--- src/rtl/mpu_exec.sv ---
// rtl/mpu_exec.sv - operand-fetch and result-capture sequencer for the MPU boolean ALU
module mpu_exec #(
    parameter int RF_AW = 4,
    parameter int CNT_W = 16
) (
    input  logic             sys_clk,
    input  logic             sys_rst_n,
    input  logic             cmd_valid,
    output logic             cmd_ready,
    input  logic [3:0]       cmd_op,
    input  logic [1:0]       cmd_size,
    input  logic [RF_AW-1:0] cmd_ra,
    input  logic [RF_AW-1:0] cmd_rb,
    input  logic [RF_AW-1:0] cmd_rm0,
    input  logic [RF_AW-1:0] cmd_rm1,
    output logic             rf_re,
    output logic [RF_AW-1:0] rf_addr,
    input  logic [63:0]      rf_data,
    output logic [3:0]       alu_op,
    output logic [1:0]       alu_size,
    output logic [63:0]      alu_a,
    output logic [63:0]      alu_b,
    output logic [63:0]      alu_m0,
    output logic [63:0]      alu_m1,
    input  logic [63:0]      alu_res,
    output logic             res_valid,
    output logic             res_cond,
    output logic             res_err,
    output logic [CNT_W-1:0] hit_count
);

    typedef enum logic [2:0] {S_IDLE, S_READ, S_LAST, S_EXEC, S_RESP} state_t;

    localparam logic [1:0] SEL_A  = 2'd0;
    localparam logic [1:0] SEL_B  = 2'd1;
    localparam logic [1:0] SEL_M0 = 2'd2;
    localparam logic [1:0] SEL_M1 = 2'd3;

    state_t             state_q, state_d;
    logic [1:0]         rd_idx_q, rd_idx_d;
    logic [1:0]         rd_num_q, rd_num_d;
    logic               cap_vld_q, cap_vld_d;
    logic [1:0]         cap_sel_q, cap_sel_d;
    logic [RF_AW-1:0]   ra_q, ra_d, rb_q, rb_d, rm0_q, rm0_d, rm1_q, rm1_d;
    logic [3:0]         op_q, op_d;
    logic [1:0]         size_q, size_d;
    logic [63:0]        a_q, a_d, b_q, b_d, m0_q, m0_d, m1_q, m1_d;
    logic               cond_q, cond_d, err_q, err_d;
    logic [CNT_W-1:0]   hit_q, hit_d;
    logic [1:0]         sel;
    logic               unused_res_bits;

    assign unused_res_bits = ^alu_res[63:1];

    // Operand destination for read slot idx of each op's read list.
    function automatic logic [1:0] list_sel(input logic [3:0] op, input logic [1:0] idx);
        case (op)
            4'd1:    list_sel = (idx == 2'd0) ? SEL_A : (idx == 2'd1) ? SEL_M0 : SEL_M1;
            4'd2:    list_sel = (idx == 2'd0) ? SEL_A : (idx == 2'd1) ? SEL_B  : SEL_M0;
            default: list_sel = (idx == 2'd0) ? SEL_A : SEL_B;
        endcase
    endfunction

    always_comb begin
        state_d   = state_q;
        rd_idx_d  = rd_idx_q;
        rd_num_d  = rd_num_q;
        cap_vld_d = 1'b0;
        cap_sel_d = cap_sel_q;
        ra_d = ra_q; rb_d = rb_q; rm0_d = rm0_q; rm1_d = rm1_q;
        op_d = op_q; size_d = size_q;
        a_d = a_q; b_d = b_q; m0_d = m0_q; m1_d = m1_q;
        cond_d = cond_q; err_d = err_q; hit_d = hit_q;
        cmd_ready = 1'b0;
        rf_re     = 1'b0;
        rf_addr   = '0;
        res_valid = 1'b0;
        sel       = list_sel(op_q, rd_idx_q);

        // Data of the previous cycle's read lands in its operand register.
        if (cap_vld_q) begin
            case (cap_sel_q)
                SEL_A:   a_d  = rf_data;
                SEL_B:   b_d  = rf_data;
                SEL_M0:  m0_d = rf_data;
                default: m1_d = rf_data;
            endcase
        end

        case (state_q)
            S_IDLE: begin
                cmd_ready = 1'b1;
                if (cmd_valid) begin
                    op_d = cmd_op; size_d = cmd_size;
                    ra_d = cmd_ra; rb_d = cmd_rb; rm0_d = cmd_rm0; rm1_d = cmd_rm1;
                    a_d = '0; b_d = '0; m0_d = '0; m1_d = '0;
                    rd_idx_d = 2'd0;
                    rd_num_d = (cmd_op == 4'd3) ? 2'd2 : 2'd3;
                    if (cmd_op >= 4'd1 && cmd_op <= 4'd3) begin
                        state_d = S_READ;
                    end else begin
                        err_d   = 1'b1;
                        cond_d  = 1'b0;
                        state_d = S_RESP;
                    end
                end
            end
            S_READ: begin
                rf_re = 1'b1;
                case (sel)
                    SEL_A:   rf_addr = ra_q;
                    SEL_B:   rf_addr = rb_q;
                    SEL_M0:  rf_addr = rm0_q;
                    default: rf_addr = rm1_q;
                endcase
                cap_vld_d = 1'b1;
                cap_sel_d = sel;
                rd_idx_d  = rd_idx_q + 2'd1;
                if (rd_idx_q == rd_num_q - 2'd1) begin
                    state_d = S_LAST;
                end
            end
            S_LAST: state_d = S_EXEC;
            S_EXEC: begin
                cond_d = alu_res[0];
                err_d  = 1'b0;
                if (alu_res[0] && hit_q != '1) begin
                    hit_d = hit_q + CNT_W'(1);
                end
                state_d = S_RESP;
            end
            S_RESP: begin
                res_valid = 1'b1;
                state_d   = S_IDLE;
            end
            default: state_d = S_IDLE;
        endcase
    end

    always_ff @(posedge sys_clk or negedge sys_rst_n) begin
        if (!sys_rst_n) begin
            state_q <= S_IDLE;
            rd_idx_q <= '0; rd_num_q <= '0;
            cap_vld_q <= 1'b0; cap_sel_q <= '0;
            ra_q <= '0; rb_q <= '0; rm0_q <= '0; rm1_q <= '0;
            op_q <= '0; size_q <= '0;
            a_q <= '0; b_q <= '0; m0_q <= '0; m1_q <= '0;
            cond_q <= 1'b0; err_q <= 1'b0; hit_q <= '0;
        end else begin
            state_q <= state_d;
            rd_idx_q <= rd_idx_d; rd_num_q <= rd_num_d;
            cap_vld_q <= cap_vld_d; cap_sel_q <= cap_sel_d;
            ra_q <= ra_d; rb_q <= rb_d; rm0_q <= rm0_d; rm1_q <= rm1_d;
            op_q <= op_d; size_q <= size_d;
            a_q <= a_d; b_q <= b_d; m0_q <= m0_d; m1_q <= m1_d;
            cond_q <= cond_d; err_q <= err_d; hit_q <= hit_d;
        end
    end

    assign alu_op    = op_q;
    assign alu_size  = size_q;
    assign alu_a     = a_q;
    assign alu_b     = b_q;
    assign alu_m0    = m0_q;
    assign alu_m1    = m1_q;
    assign res_cond  = cond_q;
    assign res_err   = err_q;
    assign hit_count = hit_q;

endmodule

--- config.mk ---
export PLATFORM = sky130hd
export DESIGN_NAME = mpu_exec
export DESIGN_NICKNAME = d
export VERILOG_FILES = /design/src/rtl/mpu_exec.sv
export SDC_FILE = /design/constraint.sdc
export NUM_CORES = 1
export LEC_CHECK = 0
export CORE_UTILIZATION = 30
export CTS_CLUSTER_DIAMETER = 30
export DETAILED_ROUTE_END_ITERATION = 7
export PLACE_DENSITY = 0.57
export SYNTH_ARGS = -nofsm -noshare
export SYNTH_HDL_FRONTEND = slang
export SYNTH_SLANG_ARGS = --single-unit
export TNS_END_PERCENT = 100
--- constraint.sdc ---
create_clock -name sys_clk -period 2.25 [get_ports sys_clk]
set_clock_uncertainty 0.1 [all_clocks]
set_input_delay 0.45 -clock sys_clk [delete_from_list [all_inputs] [get_ports sys_clk]]
set_output_delay 0.45 -clock sys_clk [all_outputs]
set_load 0.03 [all_outputs]
-- Word-level counts from Yosys, hierarchy flattened
Index checks and enable logic that the tools add are counted.
- shift-type cells: 0
- $lt $le $gt $ge: 2
- multiplexer cells: 40
- div/mod/pow operators: 0
- multipliers: 0
- add/sub/neg operators: 3
- eq/ne operators: 17
- reductions and logical operators: 14
- bitwise operators: 0
- operator list (cell ; count):
    two-way mux 64 bit ; 16
    adder 16 x 1 -> 16 bit, second input constant ; 1
    != test 16 bit, second input constant ; 1
    one-hot mux 3 bit (4 select lines) ; 1
    one-hot mux 4 bit (3 select lines) ; 1
    two-way mux 1 bit ; 10
    two-way mux 3 bit ; 3
    == test 4 x 2 -> 1 bit, second input constant ; 2
    two-way mux 2 bit ; 4
    one-hot mux 2 bit (2 select lines) ; 2
    AND reduction 2 bit ; 4
    == test 2 x 1 -> 1 bit, second input constant ; 3
    == test 3 x 2 -> 1 bit, second input constant ; 2
    zero test 2 bit ; 3
    != test 2 bit, second input constant ; 3
    == test 2 bit, second input constant ; 2
    == test 4 x 1 -> 1 bit, second input constant ; 1
    >= comparator 4 x 1 -> 1 bit, second input constant ; 1
    less-or-equal comparator 4 x 2 -> 1 bit, second input constant ; 1
    two-way mux 4 bit ; 1
    one-hot mux 1 bit (2 select lines) ; 2
    nonzero test 2 bit ; 2
    == test 3 x 1 -> 1 bit, second input constant ; 1
    == test 3 bit, second input constant ; 1
    7 further kinds ; 8
- logic and storage cells: 94
- RAM bits: 0
- ROM bits: 0
- latch bits: 0
- memories kept: 0
- flip-flop bits (word level): 306

-- Logic depth before layout (Yosys ltp)
Gate-level depths: netlist of run 1.
- depth after elaboration: 7
- depth in mapped cells: 7
- depth with buffers taken out: 6

-- Worst setup path before layout of run 1
No wires, ideal clock.
- kind: register -> output
- from: register op_q[1], in the netlist alu_op[1]
- to: output rf_addr[0]
- path slack: -0.332 ns
- path buffers: 0
- data arrival time: 2.032 ns
- stages on the path, launching flop included: 5
- cell sequence: dfrtp_1 -> nor3b_1 -> mux2_2 -> or3_1 -> o22ai_1
- cells in the longest elaborated chain, start to end: 5
- elaborated cells between the ends (all ways): 8
- ends and longest elaborated chain (item ; RTL line ; text):
    start: declaration ; 45 ; logic [3:0] op_q, op_d;
    start signal: assignment ; 154 ; op_q <= op_d; size_q <= size_d;
    == test 4 x 2 -> 1 bit or == test 4 x 1 -> 1 bit (tied branches) ; 57 ; case (op)
    one-hot mux 2 bit (2 select lines) (*) ; 57 ;
    == test 2 bit, or another cell as far along ; 110 ; case (sel)
    one-hot mux 4 bit (3 select lines) (*) ; 110 ;
    two-way mux 4 bit (*) ; 90 ; case (state_q)
    end: declaration ; 17 ; output logic [RF_AW-1:0] rf_addr,
Every way passes the cells marked *; elsewhere a longest branch is shown, timed or not.

-- Final worst setup path of run 1
- from: register rd_idx_q[1]
- to: output rf_addr[1]
- cells in the longest elaborated chain, start to end: 7
- elaborated cells between the ends (all ways): 13
- ends and longest elaborated chain (item ; RTL line ; text):
    start: declaration ; 40 ; logic [1:0] rd_idx_q, rd_idx_d;
    start signal: assignment ; 151 ; rd_idx_q <= rd_idx_d; rd_num_q <= rd_num_d;
    == test 2 x 1 -> 1 bit ; 58, 59 ;
    two-way mux 2 bit or two-way mux 1 bit (tied branches) ; 59, 58 ;
    two-way mux 2 bit (on tied branches) ; 59, 58 ;
    one-hot mux 2 bit (2 select lines) (*) ; 57 ;
    == test 2 bit, or another cell as far along ; 110 ;
    one-hot mux 4 bit (3 select lines) (*) ; 110 ;
    two-way mux 4 bit (*) ; 90 ;
Marks and branches as above.

==> results of run 1 <==
==> power breakdown <==
part           total (mW)  internal (mW)  switching (mW)
Clock                11.1           7.85            3.21
Sequential           7.14           6.51           0.633
Combinational        7.61           2.88            4.73
==> flip-flops by register name, summed over array words and instances (netlist names), 3 cells and up <==
register,flops
alu_a,64
alu_b,64
alu_m0,64
alu_m1,64
hit_count,16
alu_op,4
ra_q,4
rb_q,4
rm0_q,4
rm1_q,4
state_q,3
==> worst min path at each step <==
stage / to
4_1_cts: rb_q[3]$_DFFE_PN0P_
3_5_place_dp: alu_a[11]$_DFF_PN0_
3_3_place_gp: alu_a[12]$_DFF_PN0_
2_1_floorplan: alu_a[0]$_DFF_PN0_
6_report: alu_a[11]$_DFF_PN0_
5_1_grt: rb_q[1]$_DFFE_PN0P_
==> repair_timing <==
action | CTS | global route
hold buffers | 1 | 0
resized for setup | 42 | 24
endpoints found under the setup margin | 27 | 16
pin swaps | 4 | 6
buffers inserted | 2 | 3
hold endpoints to repair | 47 | 0
gates cloned | 0 | 1
==> kinds of logic (layout without fill, tap and decap cells) <==
logic type / after synthesis / count (layout)
muxes: 13 / 13
DFF: 306 / 306
AOI/OAI and AO/OA: 287 / 288
adders and majority gates: 4 / 4
and+or+nand+nor: 646 / 646
xor gates and xnor gates: 14 / 14
buffers and inverters: 98 / 569
==> metrics by stage <==
stage / TNS (ps) / cell area [um^2] / utilization
2_1_floorplan: 0 / 12580 / -
3_3_place_gp: -552.0 / 17260 / 0.4219
3_5_place_dp: -659.8 / 17260 / 0.4219
4_1_cts: -2525 / 19920 / 0.4866
5_1_grt: -2708 / 20020 / 0.4891
6_report: -2392 / 20020 / 0.4891
==> worst max-delay path, stage by stage, from the launching register on <==
cell and delay [ps]:
dfrtp_1 360, inv_2 70, ha_2 190, nor4b_4 130
o21a_1 210, or3_4 450, o22ai_4 190, buf_6 150
==> layer usage <==
layer / vias up / track usage / share of wire
li1: 5313 / - / -
met1: 5490 / 0.2560 / 0.42
met2: 405 / 0.3122 / 0.46
met3: 86 / 0.06370 / 0.084
met4: 2 / 0.08771 / 0.031
met5: - / 0 / 0.00035
==> placed cells by master (no fill, tap or decap), drive strengths merged, types with 2 or more instances in the layout <==
| cell type | synthesis | routed |
|---|---|---|
| o2111ai | 2 | 2 |
| nor4 | 2 | 2 |
| nor3 | 7 | 7 |
| nand3b | 2 | 2 |
| nor4b | 2 | 2 |
| clkbuf | 43 | 102 |
| a21oi | 260 | 260 |
| a211oi | 3 | 3 |
| o21a | 3 | 3 |
| nand2 | 591 | 591 |
| clkdlybuf4s50 | 0 | 339 |
| xnor2 | 7 | 7 |
| clkinv | 0 | 16 |
| dlygate4sd2 | 0 | 20 |
| nand4 | 3 | 3 |
| o22ai | 4 | 4 |
| xor2 | 7 | 7 |
| nand3 | 13 | 13 |
| nor2 | 8 | 8 |
| dfrtp | 306 | 306 |
| nand2b | 4 | 4 |
| dlymetal6s2s | 0 | 9 |
| a2111oi | 2 | 2 |
| buf | 49 | 59 |
| ha | 4 | 4 |
| mux2i | 10 | 10 |
| nor3b | 4 | 4 |
| bufinv | 0 | 11 |
| o21ai | 8 | 9 |
| clkinvlp | 0 | 3 |
| inv | 6 | 9 |
| or2 | 2 | 2 |
| mux2 | 3 | 3 |
==> area by class of cell <==
class / instances / area share
clock buffer: 101 / 0.1068
clock inverter: 33 / 0.02369
multi-input combinational: 965 / 0.2306
tap: 532 / 0.03325
sequential: 306 / 0.3827
timing repair buffer: 429 / 0.2218
inverter: 6 / 0.001250
==> impl_metrics.tcl, run 1 <==
set metrics [dict create \
    crit_path_start_kind "flip-flop" \
    post_synth_fa_ha_maj_area_fraction 0.004004 \
    ff_latch_area_um2 7661 \
    synth-xor-area-share 0.009809 \
    cts.path.max_buffers 3 \
    starting_density_of_the_core 0.3055 \
    drt-pass1-iter-count 5 \
    synth_top_area_share 0.6126 \
    yosys_warning_total 0 \
    min_path_type "input pin to async pin" \
    synth.cell_area_um2 12500 \
    syn-num-nets 1525 \
    place_congestion 0.8211 \
    overflow 0 \
    tightest_slew_ps 1059 \
    r2r_setup_slk_ps 240 \
    timing.max_slew.rel_slack 0.2941 \
    detailed_placer_s_ending_hpwl_mm 27.88 \
    gr-usage-all-layers 0.2010 \
    antenna_found_initial 1 \
    area_fraction_in_compound_gates_after_synthesis 0.1205 \
    core.rowCount 74 \
    place.detailed.instances 2231 \
    design.core.area_um2 40920 \
    clock_tree.htree_level_count 3 \
    period_share 1.273 \
    floorplan.die.width_um 206.1 \
    slew_viol_final 0 \
    buffer_ports.inserted 376 \
    clock_latency_late_sink_ps 570 \
    worst_r2r_startpoint "cap_sel_q[0]$_DFFE_PN0P_" \
    synth.largest_area_cell "dfrtp_1" \
    grt_start_max_net_pins 65 \
    largest_family_of_logic_cells_by_synthesized_area "simple AND/OR/NAND/NOR gates" \
    tritoncts_clock_tree "done" \
    ys.flop_type "dfrtp_1" \
    dieHeight_um 206.1 \
    p_r_area_growth_vs_syn_pct 60.13 \
    most_used_standard_cell_by_instance_count_after_synthesis "nand2_1" \
    design_power_total_mw 25.80 \
    ant_nets 0 \
    clock-root-buffer "clkbuf_16" \
    worst_slack_ps -614.9 \
    antennaDiodeCount 0 \
    vias 11300 \
    final-setup-viol-count 4 \
    synth_async_sr_flop_share 1.000 \
    ys_seq_area_frac 0.6126 \
    run_status "finished, violations left" \
    cts-buffers-inserted 75 \
    final.fill_count 3825 \
    finalCriticalPeriod_ps 2865 \
    routedWlPerCell_um 18.19 \
    crit_type "flip-flop to output port" \
    synthesis.instances 1368 \
    post_route_cells_drive_above_1_share 0.1228 \
    multi_input_area_um2 4616 \
    drt_first_iter_violations 536 \
    clk_pin_slew_worst_paths_ps 50 \
    synth_cell_type_count 49 \
    post_synth_most_frequent_cells "nand2_1 (591), dfrtp_1 (306), a21oi_1 (259), clkbuf_1 (43), buf_2 (28)" \
    detail_route.drc_violations 0 \
    grt_first_pass_wirelength_mm 65.57 \
    critical_path_arrival_ps 2310 \
    rsz0062_at_grt "yes" \
    final_cell_count_no_fill 2372 \
    routed_via_density 4.762 \
    maxClockFrequency_ghz 0.3491 \
    peakVddDrop_v 0.0007306 \
    reg2reg_depth 3 \
    synth.area.mux_share 0.01071 \
    clock_tree_sinks 306 \
    ios 440 \
    cap_violations 0 \
    regToRegEndpoint "alu_a[25]$_DFF_PN0_" \
    failed_checks "setup timing" \
    synthesis.area_per_instance_um2 9.138 \
    critical_path.startpoint "rd_idx_q[1]$_DFFE_PN0P_" \
    largest_driver_fanout_on_the_critical_path 5 \
    synth.ff_latch_count 306 \
    synthSimpleGateAreaFrac 0.2096 \
    report.final.hold_viol_count 0 \
    routed_wl_mm 43.14 \
    total_die_area_um2 42490 \
    ys_top_cells_by_area "dfrtp_1 (61%), nand2_1 (18%), a21oi_1 (10%)" \
    synth_edf_count 0 \
    vias_in_the_first_global_route 11290 \
    finish.net_count 1940 \
    power_density_nw_per_um2 1289 \
    preCtsSetupSlack_ps -187.9 \
    crit_required_ps 1700 \
    static_leak_nw 8.746 \
    critical_path.endpoint_type "output port" \
    endpoint "rf_addr[1]" \
    whs_ps 298.7 \
]
Power figures use the tool's default switching activity.
==> run 2: changes to the inputs <==
--- a/config.mk
+++ b/config.mk
@@ -5,9 +5,11 @@
 export SDC_FILE = /design/constraint.sdc
 export NUM_CORES = 1
 export LEC_CHECK = 0
+export ABC_AREA = 1
 export CORE_UTILIZATION = 30
 export CTS_CLUSTER_DIAMETER = 30
 export DETAILED_ROUTE_END_ITERATION = 7
+export MAX_ROUTING_LAYER = met4
 export PLACE_DENSITY = 0.57
 export SYNTH_ARGS = -nofsm -noshare
 export SYNTH_HDL_FRONTEND = slang
==> run 2 against run 1 <==
Compared with the run above: the run still ends with setup timing left; non-clock buffer count fell by 12; clock power about the same; synthesized area up 2.0%; total power rose by 25%; clock-buffer cell count is the same; die area grew 2.0%; via count down 1.6%; first-iteration DRC count is 14% lower; sequential share of layout area down 0.40 points.
==> impl_metrics.tcl, run 2 <==
set metrics [dict create \
    run_status "finished, violations left" \
    failed_checks "setup timing" \
    cts-buffers-inserted 80 \
    detail_route.drc_violations 0 \
    synthesis.instances 1432 \
    dpl_cell_area_um2 17280 \
    report.final.hold_viol_count 0 \
    synthesis.area_per_instance_um2 8.905 \
    routedWlPerCell_um 16.88 \
    ys.flop_type "dfrtp_1" \
    worst_r2r_startpoint "hit_count[0]$_DFFE_PN0P_" \
    place.detailed.instances 2286 \
    worst_slack_ps -371.3 \
    critical_path.endpoint_type "output port" \
    finalCriticalPeriod_ps 2621 \
    tightest_slew_ps 565.3 \
    routed_via_density 4.553 \
    vias 11110 \
    reg2reg_depth 9 \
    total_die_area_um2 43340 \
    crit_path_start_kind "flip-flop" \
    ys_seq_area_frac 0.6005 \
    most_used_standard_cell_by_instance_count_after_synthesis "dfrtp_1" \
    clock-root-buffer "clkbuf_16" \
    starting_density_of_the_core 0.3040 \
    gr-usage-all-layers 0.1971 \
    rsz0062_at_grt "yes" \
    clock_tree_sinks 306 \
    final.fill_count 3910 \
    peakVddDrop_v 0.0006768 \
    tritoncts_clock_tree "done" \
    synth_top_area_share 0.6005 \
    overflow 0 \
    post_route_cells_drive_above_1_share 0.1147 \
    antenna_found_initial 0 \
    synth_async_sr_flop_share 1.000 \
    cap_violations 0 \
    vias_in_the_first_global_route 11200 \
    final_cell_count_no_fill 2440 \
    dieHeight_um 208.2 \
    maxClockFrequency_ghz 0.3815 \
    min_path_type "input pin to async pin" \
    floorplan.die.width_um 208.2 \
    critical_path.startpoint "rd_idx_q[1]$_DFFE_PN0P_" \
    drt-pass1-iter-count 5 \
    ios 440 \
    synth.largest_area_cell "dfrtp_1" \
    power_density_nw_per_um2 1591 \
    syn-num-nets 1589 \
    finish.net_count 1996 \
    period_share 1.165 \
    grt_first_pass_wirelength_mm 64.89 \
    ys_top_cells_by_area "dfrtp_1 (60%), o21ai_0 (11%), a21oi_1 (7.6%)" \
    buffer_ports.inserted 376 \
    yosys_warning_total 0 \
    ant_nets 0 \
    regToRegEndpoint "hit_count[10]$_DFFE_PN0P_" \
    clock_tree.htree_level_count 3 \
    synth.ff_latch_count 306 \
    final-setup-viol-count 4 \
    timing.max_slew.rel_slack 0.6232 \
    routed_wl_mm 41.18 \
    crit_type "flip-flop to output port" \
    cts.path.max_buffers 3 \
    design.core.area_um2 41950 \
    crit_required_ps 1700 \
    critical_path_arrival_ps 2070 \
    synth_edf_count 0 \
    layout.cells.most_common "clkdlybuf4s50_1" \
    grt_start_max_net_pins 129 \
    synth_cell_type_count 29 \
    ff_latch_area_um2 7657 \
    largest_driver_fanout_on_the_critical_path 6 \
    slew_viol_final 0 \
    clock_latency_late_sink_ps 580 \
    clk_pin_slew_worst_paths_ps 40 \
    p_r_area_growth_vs_syn_pct 58.55 \
    place_congestion 0.8516 \
    r2r_setup_slk_ps 370 \
    synth.cell_area_um2 12750 \
    most-common-layout-cells "clkdlybuf4s50_1 (319), dfrtp_1 (306), o21ai_0 (274), inv_1 (220), a21oi_1 (193)" \
    multi_input_area_um2 4005 \
    finished_layout_cell_area_um2 20220 \
    detailed_placer_s_ending_hpwl_mm 26.67 \
    drt_first_iter_violations 460 \
    static_leak_nw 9.518 \
    final.setup.tns_ps -1398 \
    core.rowCount 75 \
    post_synth_most_frequent_cells "dfrtp_1 (306), o21ai_0 (278), inv_1 (223), a21oi_1 (193), nor2_1 (152)" \
]
-- run 2: layer usage --
metal	vias up	GRT usage	share of wire
li1	5433	-	-
met1	5261	0.2378	0.43
met4	0	0.09323	0.034
met3	87	0.05389	0.063
met2	329	0.3056	0.47
met5	-	-	0
-- run 2: cell type report --
class / instances / area share
clock inverters: 42 / 0.02649
well taps: 539 / 0.03336
inverters: 227 / 0.04227
repair buffers: 417 / 0.2121
clock buffers: 101 / 0.1089
flip-flops and latches: 306 / 0.3787
multi-input cells: 807 / 0.1981
diodes: 1 / 0.0001238
-- run 2: timing repair --
item,4_1_cts,5_1_grt
endpoints found under the hold margin,190,0
hold buffers,1,0
setup endpoints to repair,35,27
gates cloned,0,0
gates resized for setup,52,32
pin swaps,12,3
buffers inserted,1,8
-- run 2: worst max path at each step --
stage	end	slack, ps	cells past startpoint
floorplan	rf_addr[2]	70	7
global placement	rf_addr[2]	110	10
detailed placement	rf_addr[3]	100	11
CTS	rf_addr[0]	-420	12
global route	rf_addr[0]	-480	12
finish	rf_addr[3]	-370	9
-- run 2: cells by family after synthesis --
family                     count (synthesis)  share of synthesized area
xor gates and xnor gates                  15                    0.01030
DFF                                      306                     0.6005
adders and majority gates                  4                   0.003925
and+or+nand+nor                          306                    0.09733
AOI/OAI and AO/OA                        482                     0.1922
buffers and inverters                    319                    0.09576
-- run 2: report_power, final --
| group | internal (mW) | total, mW | switching [mW] |
|---|---|---|---|
| sequential | 7.39 | 8.46 | 1.07 |
| clock | 7.83 | 11.4 | 3.56 |
| combinational | 4.64 | 12.3 | 7.67 |
| total | 19.9 | 32.2 | 12.3 |
-- run 2: per-stage QoR --
stage	hold WS [ps]	utilization	worst slack, ps	power, mW
6_report	210.5	0.4820	-371.3	32.16
5_1_grt	205.2	0.4819	-482.2	33.97
4_1_cts	186.3	0.4783	-420.4	32.48
3_5_place_dp	229.9	0.4119	96.90	20.80
3_3_place_gp	231.4	0.4119	110.2	20.64
2_1_floorplan	54.41	-	69.03	15.31
-- run 2: critical path, cell delays in order (launching register included) --
cell     delay (ps)
dfrtp_1         380
inv_2           130
ha_1            190
nand3_1         160
buf_4           200
nand4_1          80
nand3_1          90
nand2_1          90
inv_1            50
buf_6           130
==> run 3: changes to the inputs <==
--- a/config.mk
+++ b/config.mk
@@ -6,6 +6,7 @@
 export NUM_CORES = 1
 export LEC_CHECK = 0
 export ABC_AREA = 1
+export CAP_MARGIN = 20
 export CORE_UTILIZATION = 30
 export CTS_CLUSTER_DIAMETER = 30
 export DETAILED_ROUTE_END_ITERATION = 7
==> results of run 3 <==
Same layout as run 2: the final DEF is identical, and so are final timing and power.
